==> src/rtl/cordic_vectoring.sv <==
// Iterative CORDIC in vectoring mode: rotates (x, y) onto the positive x axis,
// producing the gain-scaled magnitude and atan2(y, x) after ITER micro-rotations.
module cordic_vectoring #(
  parameter int WIDTH = 32,
  parameter int ITER  = 16
) (
  input  logic                    clk,
  input  logic                    rst,
  input  logic                    start,
  input  logic signed [WIDTH-1:0] x_in,
  input  logic signed [WIDTH-1:0] y_in,
  output logic                    busy,
  output logic                    done,
  output logic signed [WIDTH+1:0] magnitude,
  output logic signed [WIDTH-1:0] angle
);

  localparam int XW   = WIDTH + 2;
  localparam int IW   = $clog2(ITER + 1);
  localparam int FRAC = WIDTH - 5;

  // atan(2^-i) in radians scaled by 2^30; rescaled to the angle format below.
  function automatic logic [31:0] atan_q30(input logic [4:0] idx);
    case (idx)
      5'd0:  return 32'h3243F6A8;
      5'd1:  return 32'h1DAC6705;
      5'd2:  return 32'h0FADBAFC;
      5'd3:  return 32'h07F56EA6;
      5'd4:  return 32'h03FEAB76;
      5'd5:  return 32'h01FFD55B;
      5'd6:  return 32'h00FFFAAA;
      5'd7:  return 32'h007FFF55;
      5'd8:  return 32'h003FFFEA;
      5'd9:  return 32'h001FFFFD;
      5'd10: return 32'h000FFFFF;
      5'd11: return 32'h0007FFFF;
      5'd12: return 32'h0003FFFF;
      5'd13: return 32'h0001FFFF;
      5'd14: return 32'h0000FFFF;
      5'd15: return 32'h00007FFF;
      5'd16: return 32'h00003FFF;
      5'd17: return 32'h00001FFF;
      5'd18: return 32'h00000FFF;
      5'd19: return 32'h000007FF;
      5'd20: return 32'h000003FF;
      5'd21: return 32'h000001FF;
      5'd22: return 32'h000000FF;
      5'd23: return 32'h0000007F;
      5'd24: return 32'h0000003F;
      5'd25: return 32'h0000001F;
      5'd26: return 32'h0000000F;
      5'd27: return 32'h00000008;
      5'd28: return 32'h00000004;
      5'd29: return 32'h00000002;
      5'd30: return 32'h00000001;
      default: return 32'h00000000;
    endcase
  endfunction

  function automatic logic signed [WIDTH-1:0] to_angle(input logic [31:0] q30);
    return WIDTH'({q30, 64'd0} >> (94 - FRAC));
  endfunction

  localparam logic signed [WIDTH-1:0] PI     = to_angle(32'hC90FDAA0);
  localparam logic signed [WIDTH-1:0] NEG_PI = -PI;

  typedef enum logic [1:0] {ST_IDLE, ST_ITER, ST_DONE} state_t;

  state_t                  state_q, state_d;
  logic signed [XW-1:0]    x_q, x_d, y_q, y_d;
  logic signed [WIDTH-1:0] z_q, z_d;
  logic [IW-1:0]           i_q, i_d;
  logic                    zero_q, zero_d;
  logic                    busy_q, busy_d, done_q, done_d;
  logic signed [XW-1:0]    mag_q, mag_d;
  logic signed [WIDTH-1:0] ang_q, ang_d;

  logic signed [XW-1:0]    x_ext_s, y_ext_s, x_sh_s, y_sh_s;
  logic signed [WIDTH-1:0] atan_s;

  assign x_ext_s = {{2{x_in[WIDTH-1]}}, x_in};
  assign y_ext_s = {{2{y_in[WIDTH-1]}}, y_in};
  assign x_sh_s  = x_q >>> i_q;
  assign y_sh_s  = y_q >>> i_q;
  assign atan_s  = to_angle(atan_q30(5'(i_q)));

  // Next-state, micro-rotation datapath and output register loads.
  always_comb begin
    state_d = state_q;
    x_d     = x_q;
    y_d     = y_q;
    z_d     = z_q;
    i_d     = i_q;
    zero_d  = zero_q;
    busy_d  = 1'b0;
    done_d  = 1'b0;
    mag_d   = mag_q;
    ang_d   = ang_q;
    case (state_q)
      ST_IDLE: begin
        if (start) begin
          state_d = ST_ITER;
          busy_d  = 1'b1;
          i_d     = {IW{1'b0}};
          zero_d  = (x_in == {WIDTH{1'b0}}) && (y_in == {WIDTH{1'b0}});
          // Left half-plane vectors are reflected through the origin first.
          if (!x_in[WIDTH-1]) begin
            x_d = x_ext_s;
            y_d = y_ext_s;
            z_d = {WIDTH{1'b0}};
          end else begin
            x_d = -x_ext_s;
            y_d = -y_ext_s;
            z_d = y_in[WIDTH-1] ? NEG_PI : PI;
          end
        end else begin
          state_d = ST_IDLE;
        end
      end
      ST_ITER: begin
        if (!y_q[XW-1]) begin
          x_d = x_q + y_sh_s;
          y_d = y_q - x_sh_s;
          z_d = z_q + atan_s;
        end else begin
          x_d = x_q - y_sh_s;
          y_d = y_q + x_sh_s;
          z_d = z_q - atan_s;
        end
        i_d = i_q + IW'(1);
        if (i_q == IW'(ITER - 1)) begin
          state_d = ST_DONE;
          busy_d  = 1'b0;
        end else begin
          busy_d  = 1'b1;
        end
      end
      ST_DONE: begin
        state_d = ST_IDLE;
        done_d  = 1'b1;
        mag_d   = x_q;
        if (zero_q) begin
          ang_d = {WIDTH{1'b0}};
        end else if (z_q > PI) begin
          ang_d = PI;
        end else if (z_q < NEG_PI) begin
          ang_d = NEG_PI;
        end else begin
          ang_d = z_q;
        end
      end
      default: begin
        state_d = ST_IDLE;
      end
    endcase
  end

  // State and datapath registers with synchronous reset.
  always_ff @(posedge clk) begin
    if (rst) begin
      state_q <= ST_IDLE;
      x_q     <= {XW{1'b0}};
      y_q     <= {XW{1'b0}};
      z_q     <= {WIDTH{1'b0}};
      i_q     <= {IW{1'b0}};
      zero_q  <= 1'b0;
      busy_q  <= 1'b0;
      done_q  <= 1'b0;
      mag_q   <= {XW{1'b0}};
      ang_q   <= {WIDTH{1'b0}};
    end else begin
      state_q <= state_d;
      x_q     <= x_d;
      y_q     <= y_d;
      z_q     <= z_d;
      i_q     <= i_d;
      zero_q  <= zero_d;
      busy_q  <= busy_d;
      done_q  <= done_d;
      mag_q   <= mag_d;
      ang_q   <= ang_d;
    end
  end

  assign busy      = busy_q;
  assign done      = done_q;
  assign magnitude = mag_q;
  assign angle     = ang_q;

endmodule
==> config.mk <==
export PLATFORM = sky130hd
export DESIGN_NAME = cordic_vectoring
export DESIGN_NICKNAME = d
export VERILOG_FILES = /design/src/rtl/cordic_vectoring.sv
export SDC_FILE = /design/constraint.sdc
export NUM_CORES = 1
export LEC_CHECK = 0
export ABC_AREA = 1
export ABC_CLOCK_PERIOD_IN_PS = 5400
export CAP_MARGIN = 20
export CORE_AREA = 2 2 273 275
export CTS_CLUSTER_SIZE = 10
export DETAILED_ROUTE_END_ITERATION = 8
export DIE_AREA = 0 0 275 277
export PLACE_DENSITY = 0.57
export SLEW_MARGIN = 20
export SYNTH_ARGS = -nofsm -noshare
export SYNTH_HDL_FRONTEND = slang
export SYNTH_SLANG_ARGS = --single-unit
==> constraint.sdc <==
create_clock -name clk -period 5.4 [get_ports clk]
set_clock_uncertainty 0.2 [all_clocks]
set_input_delay 1.08 -clock clk [delete_from_list [all_inputs] [get_ports clk]]
set_output_delay 1.08 -clock clk [all_outputs]
set_load 0.02 [all_outputs]
==> metrics.md <==
| Metric | Value |
|---|---|
| Via-per-instance ratio | `5.32` |
| Register-to-Register Path Depth | `24` |
| Post-synth ARST share | `0` |
| CP endpoint kind | `flip-flop` |
| Total gr overflow | `0` |
| Post-synth EDFFs | `0` |
| Post-CTS setup buffer count | `0` |
| Cell Area, Synth | `0.0211 mm^2` |
| Violation count after the first detailed-route iteration | `2093` |
| Synth top area cells | `dfxtp_1 (19%), nand2_1 (15%), nand3_1 (11%)` |
| Cells after synthesis | `3593` |
| Clock sink count | `203` |
| Post-synthesis average cell area | `5.87 um^2` |
| Leading cell types in the layout, fill and taps excluded | `nand2_1 (839), nand3_1 (445), nor2_1 (350), o21ai_0 (332), a21oi_1 (318)` |
| Launch point of the worst hold path | `angle[23]` |
| Syn nets | `3777` |
| DRC | `0` |
| Critical Path Source | `i_q[1]` |
| Max-cap violations | `0` |
| Post-synth top area cell | `dfxtp_1` |
| # fillers | `8241` |
| Vias | `24600` |
| CTS Buf Count | `27` |
| CTS tree | `built` |
| Utilization after layout | `0.330` |
| # rows | `100` |
| Clock power share | `0.220` |
| Critical Path Sink | `y_q[29]` |
| Yosys warnings | `0` |
| CTS Root Cell | `clkbuf_16` |
| Die area | `0.0762 mm^2` |
| RR Endpoint | `y_q[29]` |
| Reg2reg start | `i_q[1]` |
| Logic pwr share | `0.544` |
| Core Area | `0.0736 mm^2` |
| DIE WIDTH | `275 um` |
| Net Sw Frac | `0.492` |
| Outcome | `completed` |
| Final Net Count | `3825` |
| CP Launch Type | `flip-flop` |
| Worst setup margin | `0.444 ns` |
| # H-tree levels | `1` |
| Internal | `3.99 mW` |
| Min cycle time layout | `4.96 ns` |
| Hold_ws | `0.265 ns` |
| Diodes inserted | `0` |
| Worst rel slew slack | `0.352` |
| Final Slew Violations | `0` |
| Lkg Pwr | `11.1 nW` |
| Die height | `277 um` |
| Pre-CTS setup slack | `0.402 ns` |
| Final HPWL from detailed placement | `68400 um` |
| RSZ-0062 raised after global routing | `true` |
| Maximum fanout along the worst path | `67` |
| Vias in the first global route | `22800` |
| Post-route antenna net violation count | `0` |
| Final hold viol count | `0` |
| Area occupied by multi-input gates | `0.0151 mm^2` |
| Worst Path Required | `5.64 ns` |
| R2r setup slk | `0.44 ns` |
| Clock Tree Buf Depth | `3` |
| Num ports | `135` |
| Port Buf Inserts | `134` |
| Initial antenna violation count | `0` |
| Area grow syn2layout | `14.9%` |
| Clock Latency Late Sink | `0.60 ns` |
| First-pass GRT wire length | `134000 um` |
| RD Place Congestion | `0.957` |
| Worst EP arrival | `5.19 ns` |
| Gr usage total | `0.222` |
| Main synth FF type | `dfxtp_1` |
| Fmax | `202 MHz` |
| Drt pass-1 iters | `8` |
| Post-Route WL | `87400 um` |
| Flops & latches, synth | `203` |
| Wirelength per Cell | `18.9 um` |
| Sequential cell area | `0.00407 mm^2` |
| Fraction of layout cells with a size suffix above 1 | `0.0572` |
| Fin crit share | `0.918` |
| Initial core utilization | `0.287` |
| Largest net degree at the start of global routing | `72` |
| Hold_buf cts | `0` |
| Post-synth top area share | `0.193` |
| P per Cell Area | `324 mW/mm^2` |
| Switching pwr | `3.87 mW` |
| Maximum VDD drop | `255 uV` |
| Commonest non-fill, non-tap cell in the layout | `nand2_1` |
| Flop pwr share | `0.236` |
| Final setup violation count | `0` |
| Seq/Total Area, Yosys | `0.193` |
| Netlist cell types | `58` |
| Worst min path class | `flip-flop to flip-flop` |
| Crit path kind | `flip-flop to flip-flop` |
| Reg clk slew, reported paths | `0.06 ns` |
| Worst-margin pin slew | `0.962 ns` |
[per-layer routing]
metal / global-route usage / share of wire / routed length [um] / vias up
met5: 0 / 0 / 0 / -
met4: 0.0692 / 0.032 / 2780 / 0
met3: 0.0198 / 0.056 / 4910 / 123
met2: 0.377 / 0.47 / 41200 / 821
met1: 0.295 / 0.44 / 38500 / 11400
li1: - / - / - / 12300
[worst max-delay path, stage by stage, from the launching register on]
cell and delay (ns):
dfxtp_2 0.36, buf_12 0.30, nand3_1 0.16, nand3_1 0.13
nand2_1 0.10, o21ai_1 0.26, nand2_1 0.08, nand2_1 0.12
ha_1 0.19, nand3_1 0.16, nor2_2 0.24, nor2_1 0.08
xor2_1 0.27, inv_1 0.08, ha_1 0.35, nand2_1 0.17
nor2_1 0.12, inv_1 0.07, o21ai_0 0.41, nand2_1 0.10
o211ai_1 0.27, a21o_1 0.20, a21oi_1 0.05, o21ai_0 0.18
a31oi_1 0.12
[metrics by stage]
| stage | setup TNS (ns) | cells | area [um^2] | total power [mW] |
|---|---|---|---|---|
| floorplan | 0 | 3593 | 21100 | 4.78 |
| global placement | 0 | 4581 | 23400 | 6.06 |
| detailed placement | 0 | 4581 | 23400 | 6.05 |
| CTS | 0 | 4625 | 24200 | 7.80 |
| global route | -0.0376 | 4625 | 24200 | 8.43 |
| finish | 0 | 4625 | 24200 | 7.86 |
[synthesized netlist by cell type (10+ instances only)]
library cell	n
nand4_1	30
o21ai_0	334
or2_2	10
nand3_1	445
inv_2	17
a221oi_1	19
o31ai_1	13
dfxtp_1	203
nor3_1	37
o21a_1	12
a21oi_1	318
a31oi_1	69
nand2_2	27
inv_1	308
nand3_2	18
xor2_1	67
clkbuf_1	94
nor2_1	353
ha_1	114
buf_1	29
o211ai_1	11
o21ai_1	18
buf_2	31
xnor2_1	46
nand2_1	839
nor4_1	11
buf_4	11
[final cells by class]
| cell class | count | area share |
|---|---|---|
| multi-input combinational | 2890 | 0.621 |
| clock buffer | 37 | 0.0315 |
| sequential | 203 | 0.168 |
| clock inverter | 7 | 0.00227 |
| inverter | 330 | 0.0514 |
| tap | 969 | 0.0500 |
| timing repair buffer | 189 | 0.0761 |
[flip-flops by register name, indices dropped and copies added (netlist names)]
register,count
zero_q,1
state_q,2
x_q,34
angle,32
z_q,32
done,1
magnitude,34
i_q,5
atan_s,27
busy,1
y_q,34
[power by group through the flow]
stage                     logic [mW]  registers, mW  clock network (mW)
after floorplan                 3.03           1.75                   0
after global placement          4.18           1.88                   0
after detailed placement        4.18           1.87                   0
after CTS                       4.20           1.84                1.76
after global routing            4.76           1.86                1.81
final                           4.27           1.85                1.73
[cell families (layout without fill, tap and decap cells)]
logic type      count (synthesis)  count (layout)  synth area share
flops                         203             203             0.193
simple gates                 1807            1807             0.373
xor+xnor                      113             113            0.0469
fa+ha+maj                     117             117            0.0704
buf+inv                       500             563            0.0948
compound gates                853             853             0.222
[what timing repair did]
| item | CTS | global route |
|---|---|---|
| endpoints found under the setup margin | 0 | 9 |
| resized for setup | 0 | 4 |
| endpoints found under the hold margin | 0 | 0 |
[how the worst min path moves through the flow]
stage | to | cells after the start
floorplan | y_q[0] | 2
global placement | angle[23] | 2
detailed placement | angle[20] | 2
CTS | angle[20] | 2
global route | angle[3] | 2
finish | angle[23] | 2
Note: power is estimated with default switching activity, not from simulation.
